--- config.mk ---
export PLATFORM = sky130hd
export DESIGN_NAME = pipeline_hazard_ctrl
export DESIGN_NICKNAME = d
export VERILOG_FILES = /design/src/rtl/ctrl_defs_pkg.sv /design/src/rtl/pipeline_hazard_ctrl_mem_wait_fsm.sv /design/src/rtl/pipeline_hazard_ctrl.sv
export SDC_FILE = /design/constraint.sdc
export NUM_CORES = 1
export LEC_CHECK = 0
export CAP_MARGIN = 20
export CORE_ASPECT_RATIO = 1.5
export CORE_MARGIN = 2
export CORE_UTILIZATION = 51
export DETAILED_ROUTE_END_ITERATION = 8
export HOLD_SLACK_MARGIN = 0.12
export PLACE_DENSITY = 0.85
export SYNTH_ARGS = -nofsm -noshare
export SYNTH_HDL_FRONTEND = slang
export SYNTH_SLANG_ARGS = --single-unit
--- constraint.sdc ---
create_clock -name clk -period 4.55 [get_ports clk]
set_input_delay 1.1375 -clock clk [delete_from_list [all_inputs] [get_ports clk]]
set_output_delay 1.1375 -clock clk [all_outputs]
set_load 0.01 [all_outputs]
--- src/rtl/ctrl_defs_pkg.sv ---
// Shared definitions for the pipeline stall/flush controller:
// memory wait-state encoding, the PC register index and the source-match helper.
package ctrl_defs;

  typedef enum logic [1:0] {
    IDLE = 2'd0,
    WAIT = 2'd1,
    DONE = 2'd2
  } memState_t;

  localparam logic [3:0] REG_PC = 4'd15;

  function automatic logic srcMatch(input logic en, input logic [3:0] src,
                                    input logic [3:0] dest);
    return en && (src == dest);
  endfunction

endpackage

--- src/rtl/pipeline_hazard_ctrl_mem_wait_fsm.sv ---
// Wait-state sequencer for SRAM accesses in MEM: freezes the pipeline for
// MEM_WAIT cycles per access, then releases it for exactly one cycle.
module mem_wait_fsm #(
  parameter int unsigned MEM_WAIT = 4
) (
  input  logic clk,
  input  logic rst,
  input  logic mem_req,
  output logic freeze,
  output logic mem_busy
);
  import ctrl_defs::*;

  memState_t   state, nextState;
  logic [3:0]  cnt, cntNext;
  logic        freezeRaw;

  always_ff @(posedge clk or negedge rst) begin
    if (!rst) begin
      state <= IDLE;
      cnt   <= '0;
    end else begin
      state <= nextState;
      cnt   <= cntNext;
    end
  end

  always_comb begin
    nextState = state;
    cntNext   = cnt;
    freezeRaw = 1'b0;
    case (state)
      IDLE: begin
        freezeRaw = mem_req;
        if (mem_req) begin
          if (MEM_WAIT > 1) begin
            cntNext   = 4'(MEM_WAIT - 1);
            nextState = WAIT;
          end else begin
            nextState = DONE;
          end
        end
      end
      WAIT: begin
        freezeRaw = 1'b1;
        cntNext   = cnt - 4'd1;
        if (cnt == 4'd1) nextState = DONE;
      end
      // The request still visible here belongs to the access that is leaving MEM.
      DONE:    nextState = IDLE;
      default: nextState = IDLE;
    endcase
  end

  // Gated by reset so the pipeline sees no freeze while reset is held.
  assign freeze   = rst & freezeRaw;
  assign mem_busy = (state != IDLE);

endmodule

--- src/rtl/pipeline_hazard_ctrl.sv ---
// Central stall/flush controller for the 5-stage pipeline: RAW detection at ID,
// branch flush gating, SRAM wait-state freeze and a saturating stall counter.
module pipeline_hazard_ctrl #(
  parameter int unsigned MEM_WAIT = 4,
  parameter int unsigned FWD_EN   = 1
) (
  input  logic        clk,
  input  logic        rst,
  input  logic [3:0]  id_src1,
  input  logic [3:0]  id_src2,
  input  logic        id_two_src,
  input  logic        id_src_valid,
  input  logic [3:0]  exe_dest,
  input  logic        exe_wb_en,
  input  logic        exe_mem_read,
  input  logic [3:0]  mem_dest,
  input  logic        mem_wb_en,
  input  logic        mem_req,
  input  logic        branch_taken,
  output logic        hazard,
  output logic        freeze,
  output logic        flush,
  output logic        mem_busy,
  output logic [31:0] stall_cnt
);
  import ctrl_defs::*;

  logic        exeHit, memHit, rawHz;
  logic        freezeInt, flushInt, hazardInt;
  logic [31:0] stallCnt;

  assign exeHit = srcMatch(id_src_valid, id_src1, exe_dest) |
                  srcMatch(id_two_src, id_src2, exe_dest);
  assign memHit = srcMatch(id_src_valid, id_src1, mem_dest) |
                  srcMatch(id_two_src, id_src2, mem_dest);

  // With forwarding only a load in EXE cannot supply its result in time.
  assign rawHz = (FWD_EN != 0) ? (exe_wb_en & exe_mem_read & exeHit)
                               : ((exe_wb_en & exeHit) | (mem_wb_en & memHit));

  mem_wait_fsm #(.MEM_WAIT(MEM_WAIT)) uMemWait (
    .clk      (clk),
    .rst      (rst),
    .mem_req  (mem_req),
    .freeze   (freezeInt),
    .mem_busy (mem_busy)
  );

  // Priority freeze > flush > hazard; a frozen branch flushes once released.
  assign flushInt  = rst & branch_taken & ~freezeInt;
  assign hazardInt = rst & rawHz & ~flushInt;

  always_ff @(posedge clk or negedge rst) begin
    if (!rst) begin
      stallCnt <= '0;
    end else if ((hazardInt | freezeInt) && (stallCnt != '1)) begin
      stallCnt <= stallCnt + 32'd1;
    end
  end

  assign hazard    = hazardInt;
  assign freeze    = freezeInt;
  assign flush     = flushInt;
  assign stall_cnt = stallCnt;

endmodule

# Yosys cells after proc, flatten, opt, wreduce, memory -nomap -nowiden
# Cells that the tools add are included.
[word_totals]
register_bits = 38
inputBits = 25
output_inout_bits = 36
wordCells = 37
[op_classes]
add_sub_neg = 2
n_eq_ne = 7
muxes = 6
bitwise = 11
reduce_logical = 8
[ops]
columns = ["operator", "count"]
rows = [
  ["32-bit by 1-bit adder with 32-bit output (second input constant)", 1],
  ["32-bit inequality test (second input constant)", 1],
  ["4-bit == test", 2],
  ["4-bit case mux with 2 select lines", 1],
  ["1-bit bitwise AND", 7],
  ["4-bit by 1-bit == test with 1-bit output (second input constant)", 1],
  ["2-bit two-way mux", 2],
  ["4-bit two-way mux", 1],
  ["2-bit case mux with 2 select lines", 1],
  ["2-bit AND reduction", 2],
  ["2-bit nonzero test", 2],
  ["4-bit by 1-bit subtractor with 4-bit output (second input constant)", 1],
  ["1-bit logical AND", 3],
  ["2-bit by 1-bit == test with 1-bit output (second input constant)", 1],
  ["2-bit logical NOT", 1],
  ["2-bit by 1-bit inequality test with 1-bit output (second input constant)", 1],
  ["2-bit inequality test (second input constant)", 1],
  ["1-bit NOT", 2],
  ["1-bit OR", 2],
  ["1-bit case mux with 2 select lines", 1],
]

# Logic depth before layout (Yosys ltp)
# Gate-level depths: netlist (run 1).
[logic_depth]
ltp_word = 9
mapped_depth = 8
depth_no_buf = 7

# Modules after synthesis
# A second synthesis (run 1) with hierarchy kept.
[hier_totals]
cells_unflattened = 200
area_unflattened_um2 = 2026.9
[by_module_without_submodules]
columns = ["module", "instances", "cells_each", "area_per_inst_um2", "seq_area_each_um2"]
rows = [
  ["pipeline_hazard_ctrl", 1, 170, 1722.9, 800.8],
  ["mem_wait_fsm", 1, 30, 304.0, 150.1],
]

# Worst setup path after synthesis (run 1)
# OpenSTA, ideal clock, no wires.
[synth_path]
path_type = "in2out"
start = "input port exe_dest[1]"
end = "output port hazard"
arrival_ns = 1.828
required_ns = 3.413
slack_ns = 1.584
cell_stages = 5
path_buffers = 0
path_cell_list = "xnor2_1 > nand2_1 > o22ai_1 > nand4_1 > a21oi_1"
[synth_via]
elab_chain_cells = 6
elab_cells_between_ends = 8
classes_between = "2 x eq/ne; 4 x bitwise; 2 x reduce/logical"
[synth_rtl]
columns = ["element", "line", "source"]
rows = [
  ["start, declared", "pipeline_hazard_ctrl.sv:13", "input logic [3:0] exe_dest,"],
  ["4-bit == test", "ctrl_defs_pkg.sv:15", "return en && (src == dest);"],
  ["1-bit logical AND", "ctrl_defs_pkg.sv:15", ""],
  ["1-bit OR *", "pipeline_hazard_ctrl.sv:32", "assign exeHit = srcMatch(id_src_valid, id_src1, exe_dest) |"],
  ["1-bit bitwise AND *", "pipeline_hazard_ctrl.sv:38", "assign rawHz = (FWD_EN != 0) ? (exe_wb_en & exe_mem_read & exeHit)"],
  ["1-bit bitwise AND * (2 in series)", "pipeline_hazard_ctrl.sv:51", "assign hazardInt = rst & rawHz & ~flushInt;"],
  ["end, declared", "pipeline_hazard_ctrl.sv:20", "output logic hazard,"],
]
# Mark *: on every way between the ends. The rest lies on a longest branch, timed or not.

# Final worst setup path (run 1)
[layout_path]
start = "input port exe_dest[2]"
end = "output port hazard"
# Same word-level chain as after synthesis.

==> out/summary.txt, run 1 <==
DRT iter0 DRCs -> 26
Slew headroom -> 38.4%
die width -> 56.1 um
Initial DRT Pass Iterations -> 4
post-CTS setup buffer count -> 0
Final nets -> 294
type of the tightest min-delay check -> reg -> reg
syn_nets -> 233
startpoint types -> input port
pin count of the biggest net entering global routing -> 33
Crit Path Class -> in -> out
# fillers -> 288
area post-placement -> 2670 sq um
Critical Path RT -> 3.41 ns
post-detailed-route via-to-cell ratio -> 5.34
leakage power figure -> 1.31 nW
WL per Instance -> 13.7 um
IO Pins -> 61
min Tclk post-route -> 4.03 ns
clock buffer depth -> 2
crit path DAT -> 2.89 ns
Hold Vio Cnt, Final -> 0
DRC -> 0
post-synth top area cell -> dfrtp_1
Tot GR Track Use -> 19.9%
Final HPWL DP -> 3.21 mm
Slew @ Worst Pin -> 0.924 ns
CTS tree -> built
CTS-repair resized insts -> 0
Critical Path Fanout Max -> 2
root buf cell -> clkbuf_8
unrepaired setup endpoints after global routing -> no
port bufs -> 55
Routed Wire Length -> 4.27 mm
status -> completed
post-synthesis cell count -> 205
Ys Warns -> 0
setup violators final -> 0
ANT cells -> 0
initial antenna violation count -> 0
initial core utilization -> 53.0%
# Max-Cap Violations -> 0
Max Clock Freq -> 248 MHz
post-synth top area share -> 45.7%
ys async rst share -> 100%
CP endpoint kind -> primary output
Worst-Skew Late Latency -> 0.29 ns
vias in the first global route -> 1522
Final Max Slew Viols -> 0
PwrDens -> 369 nW/um^2
TritonCTS sink count -> 38
antenna viol nets, final -> 0
hold_buf cts -> 0
cell area after synthesis -> 2080 sq um
first-pass GRT wire length -> 7.05 mm
Std-Cell Rows -> 28
worst vdd ir -> 0.342 mV
Congestion Overflow GR -> 0
Seq cells post-synth -> 38
GPL Wtd Cong -> 0.731
most common cell after layout, fill and taps aside -> clkdlybuf4s50_1
layout cells sized above 1 -> 8.24%
Worst Skew -> 0.00386 ns
final worst setup slack -> 0.523 ns
commonest non-fill, non-tap cells in the layout -> clkdlybuf4s50_1 (54), dfrtp_1 (38), xor2_1 (26)
Syn Area/Cell -> 10.1 sq um
Post-Place Worst Slack -> 0.509 ns
CTS Buf Count -> 5
setup_tns -> 0 ns
design area -> 2760 sq um
Worst-path clk slew -> 0.07 ns
top_reg_cell synth -> dfrtp_1
Syn-to-layout area delta -> 32.8%
H-tree levels -> 2
die span in y -> 82.2 um
synth top area cells -> dfrtp_1 (46%), xor2_1 (11%), xnor2_1 (4.6%)
Die ar. -> 4610 sq um
Synth cell types -> 38
register area share after synthesis -> 45.7%
Post-synth EDFFs -> 0
fin crit share -> 88.5%
core region area -> 3920 sq um
Total Power -> 1.02 mW
total number of vias -> 1666
==> through the flow <==
| stage | hold WS, ns | cells | utilization, % |
|---|---|---|---|
| detailed placement | 0.496 | 304 | 68.0 |
| floorplan | 0.502 | 205 | - |
| global placement | 0.490 | 304 | 68.0 |
| finish | 0.503 | 312 | 70.4 |
| CTS | 0.512 | 312 | 70.4 |
| global route | 0.527 | 312 | 70.4 |
==> critical path, stage by stage <==
cell             delay (ns)
clkdlybuf4s50_1        0.51
xnor2_1                0.14
nand3_1                0.13
o22ai_1                0.17
nand4_1                0.12
a21oi_1                0.13
clkdlybuf4s50_1        0.55
==> sequential cells by signal (all words and copies together), names as in the netlist <==
signal          cells
uMemWait.state      2
stall_cnt          32
uMemWait.cnt        4
==> power by group <==
part / internal, mW / total [mW] / switching (mW)
sequential: 0.392 / 0.464 / 0.0716
combinational: 0.167 / 0.314 / 0.147
clock: 0.122 / 0.240 / 0.118
total: 0.682 / 1.02 / 0.337
==> Yosys cell counts (2+ instances only) <==
cell type / instances
and4_1: 2
nor4_4: 2
nor3_1: 13
nor2_1: 21
xor2_1: 26
nand4_4: 2
a22o_1: 2
nand3_1: 16
and3_1: 4
dfrtp_1: 38
xnor2_1: 11
mux2_1: 2
nand2_1: 20
nand4_1: 5
inv_1: 8
nor4_1: 5
nor4b_2: 2
o22ai_1: 2
nand2b_1: 2
ha_1: 3
buf_4: 2
==> area by class of cell <==
cell class / instances / area [sq um] / area share, %
Sequential cell: 38 / 951 / 34.4
Inverter: 8 / 30.0 / 1.09
Clock buffer: 7 / 86.3 / 3.13
Multi-Input combinational cell: 156 / 1070 / 38.8
Tap cell: 45 / 56.3 / 2.04
Timing Repair Buffer: 57 / 561 / 20.3
Clock inverter: 1 / 5.00 / 0.181
==> logic make-up after synthesis <==
| group | synth area share, % |
|---|---|
| compound gates | 3.79 |
| xor+xnor | 15.6 |
| fa+ha+maj | 1.81 |
| buf+inv | 2.71 |
| flops | 45.7 |
| mux | 2.11 |
| simple gates | 28.3 |
==> metal layers <==
| layer | GRT usage [%] | part of all wire (%) |
|---|---|---|
| met1 | 23.8 | 42 |
| met2 | 34.4 | 53 |
| met3 | 4.21 | 3.5 |
| met4 | 9.29 | 2.0 |
| met5 | 0 | 0 |
==> final timing paths <==
| check | start | slack, ns | cells after the start | endpoint |
|---|---|---|---|---|
| max in group asynchronous | rst | 3.21 | 2 | stall_cnt[22] |
| worst min register to register | stall_cnt[20] | 0.50 | 1 | stall_cnt[20] |
| worst max-delay path | exe_dest[2] | 0.52 | 7 | hazard |
| worst min-delay path | stall_cnt[20] | 0.50 | 1 | stall_cnt[20] |
| worst max register to register | uMemWait.state[0] | 2.16 | 4 | stall_cnt[1] |
| min in group asynchronous | rst | 0.68 | 1 | uMemWait.cnt[0] |
Note: power is estimated with default switching activity, not from simulation.
==> inputs of run 2 (changes only) <==
--- a/config.mk
+++ b/config.mk
@@ -8,10 +8,9 @@
 export CAP_MARGIN = 20
 export CORE_ASPECT_RATIO = 1.5
 export CORE_MARGIN = 2
-export CORE_UTILIZATION = 51
+export CORE_UTILIZATION = 33
 export DETAILED_ROUTE_END_ITERATION = 8
 export HOLD_SLACK_MARGIN = 0.12
-export PLACE_DENSITY = 0.85
 export SYNTH_ARGS = -nofsm -noshare
 export SYNTH_HDL_FRONTEND = slang
 export SYNTH_SLANG_ARGS = --single-unit
==> run 2 against run 1 <==
Combinational power increased by 3%. Count of clock-buffer cells in the layout did not move. Routed wire length rose by 6.8%. Clock power decreased by 3%. Sequential share of layout area shrank 0.54 points. Non-clock buffer count grew 1.
==> out/summary.txt, run 2 (synthesis results as in run 1) <==
setup violators final -> 0 (unchanged)
Detail Route met3 WL -> 129 um (-13%)
status -> completed
core region area -> 6130 sq um (+56%)
worst vdd ir -> 0.266 mV (-22%)
Final HPWL DP -> 3.39 mm (+5.5%)
post-CTS setup buffer count -> 0 (unchanged)
crit path DAT -> 2.87 ns (-0.02 ns)
Hold Path Stages -> 1 (unchanged)
Syn-to-layout area delta -> 34.9%
clock share of power -> 22.9% (-0.7 points)
Slew headroom -> 61.2% (+23 points)
Tot GR Track Use -> 14.0% (-5.9 points)
r2r endpoint -> stall_cnt[1]
GPL Wtd Cong -> 0.782 (+7.0%)
vias in the first global route -> 1592 (+4.6%)
DRC -> 0 (unchanged)
wire length on met1 -> 1.91 mm (+7.3%)
H-tree levels -> 2 (unchanged)
TritonCTS sink count -> 38 (unchanged)
ANT cells -> 0 (unchanged)
die span in y -> 101 um (+23%)
min Tclk post-route -> 4.01 ns (-0.0209 ns)
Sw Pwr -> 0.333 mW (-1.0%)
port bufs -> 55 (unchanged)
pin count of the biggest net entering global routing -> 39 (+18%)
hold_buf cts -> 0 (unchanged)
Worst Hold Endpoint -> stall_cnt[19]
Post-Place Worst Slack -> 0.538 ns (+0.0291 ns)
CP endpoint kind -> primary output
Die ar. -> 6970 sq um (+51%)
Routed Wire Length -> 4.56 mm (+6.8%)
final worst setup slack -> 0.544 ns (+0.0209 ns)
RR Startpoint -> stall_cnt[0]
IO Pins -> 61 (unchanged)
die width -> 68.8 um (+23%)
WL per Instance -> 13.3 um (-2.5%)
most common cell after layout, fill and taps aside -> clkdlybuf4s50_1
Std-Cell Rows -> 35 (+25%)
worst hold margin -> 0.510 ns (+0.00726 ns)
met2 routed WL -> 2.45 mm (+9.1%)
antenna viol nets, final -> 0 (unchanged)
Critical Path Fanout Max -> 2 (unchanged)
initial antenna violation count -> 0 (unchanged)
DRT iter0 DRCs -> 51 (+96%)
CTS Buf Count -> 5 (unchanged)
Final Max Slew Viols -> 0 (unchanged)
leakage power figure -> 1.32 nW (+0.40%)
PwrDens -> 364 nW/um^2 (-1.4%)
Top Layer Used -> met4
R2R setup slack -> 2.26 ns (+0.10 ns)
setup_tns -> 0 ns (unchanged)
Max Clock Freq -> 250 MHz (+0.52%)
Hold Vio Cnt, Final -> 0 (unchanged)
unrepaired setup endpoints after global routing -> no
# Max-Cap Violations -> 0 (unchanged)
Initial DRT Pass Iterations -> 4 (unchanged)
Switching Fraction -> 32.6% (-0.41 points)
startpoint types -> input port
Congestion Overflow GR -> 0 (unchanged)
# fillers -> 611 (+110%)
root buf cell -> clkbuf_8
post-detailed-route via-to-cell ratio -> 4.88 (-8.6%)
layout cells sized above 1 -> 8.58% (+0.34 points)
R2R depth -> 7 (+3)
worst setup path start -> exe_dest[2]
CTS-repair resized insts -> 0 (unchanged)
Crit Path Class -> in -> out
HP Start -> stall_cnt[19]
clock buffer depth -> 2 (unchanged)
initial core utilization -> 33.9% (-19 points)
Internal Power -> 0.687 mW (+0.81%)
CTS tree -> built
Critical Path RT -> 3.41 ns (about the same)
Final nets -> 295 (+0.34%)
Slew @ Worst Pin -> 0.577 ns (-0.346 ns)
Worst-Skew Late Latency -> 0.28 ns (about the same)
Reg power frac -> 45.4% (about the same)
fin crit share -> 88.0% (-0.46 points)
Comb pwr share -> 31.7% (+0.8 points)
first-pass GRT wire length -> 7.38 mm (+4.7%)
Worst-path clk slew -> 0.07 ns (about the same)
type of the tightest min-delay check -> reg -> reg
max reg flops -> 32 (unchanged)
Worst Skew -> 0.00403 ns (+0.000163 ns)
total number of vias -> 1669 (+0.18%)
commonest non-fill, non-tap cells in the layout -> clkdlybuf4s50_1 (54), dfrtp_1 (38), xor2_1 (26)
[run 2: area by class of cell]
| cell class | count | area [sq um] | share of cell area (%) |
|---|---|---|---|
| Multi-Input combinational cell | 156 | 1070 | 38.2 |
| Sequential cell | 38 | 951 | 33.9 |
| Timing Repair Buffer | 58 | 568 | 20.2 |
| Tap cell | 74 | 92.6 | 3.30 |
| Clock buffer | 7 | 86.3 | 3.08 |
| Inverter | 8 | 30.0 | 1.07 |
| Clock inverter | 1 | 5.00 | 0.178 |
[run 2: metrics by stage]
step | utilization [%] | total power [mW] | area [sq um] | cells
CTS | 45.8 | 1.04 | 2810 | 342
global route | 45.8 | 1.10 | 2810 | 342
detailed placement | 44.3 | 0.797 | 2710 | 334
finish | 45.8 | 1.02 | 2810 | 342
global placement | 44.3 | 0.791 | 2710 | 334
floorplan | - | 0.645 | 2080 | 205
[run 2: how the worst max path moves through the flow]
stage                     endpoint  slack (ns)  cells past startpoint
final                       hazard        0.54                      7
after floorplan             hazard        1.58                      5
after global routing        hazard        0.42                      7
after global placement      hazard        0.54                      7
after CTS                   hazard        0.52                      7
after detailed placement    hazard        0.54                      7
[run 2: power by group through the flow]
stage / sequential [mW] / clock [mW] / combinational [mW]
floorplan: 0.470 / 0 / 0.176
global placement: 0.469 / 0 / 0.321
detailed placement: 0.469 / 0 / 0.328
CTS: 0.464 / 0.244 / 0.330
global route: 0.475 / 0.260 / 0.362
finish: 0.463 / 0.234 / 0.324
[run 2: per-layer routing]
metal / vias to the layer above / track usage, %
met5: - / 0
met4: 0 / 5.13
met3: 4 / 3.44
met2: 25 / 23.9
met1: 807 / 16.7
li1: 833 / -
[run 2: worst max-delay path, stage by stage]
cell and delay [ns]:
clkdlybuf4s50_1 0.51, xnor2_1 0.13, nand3_1 0.13, o22ai_1 0.18
nand4_1 0.11, a21oi_1 0.12, clkdlybuf4s50_1 0.56
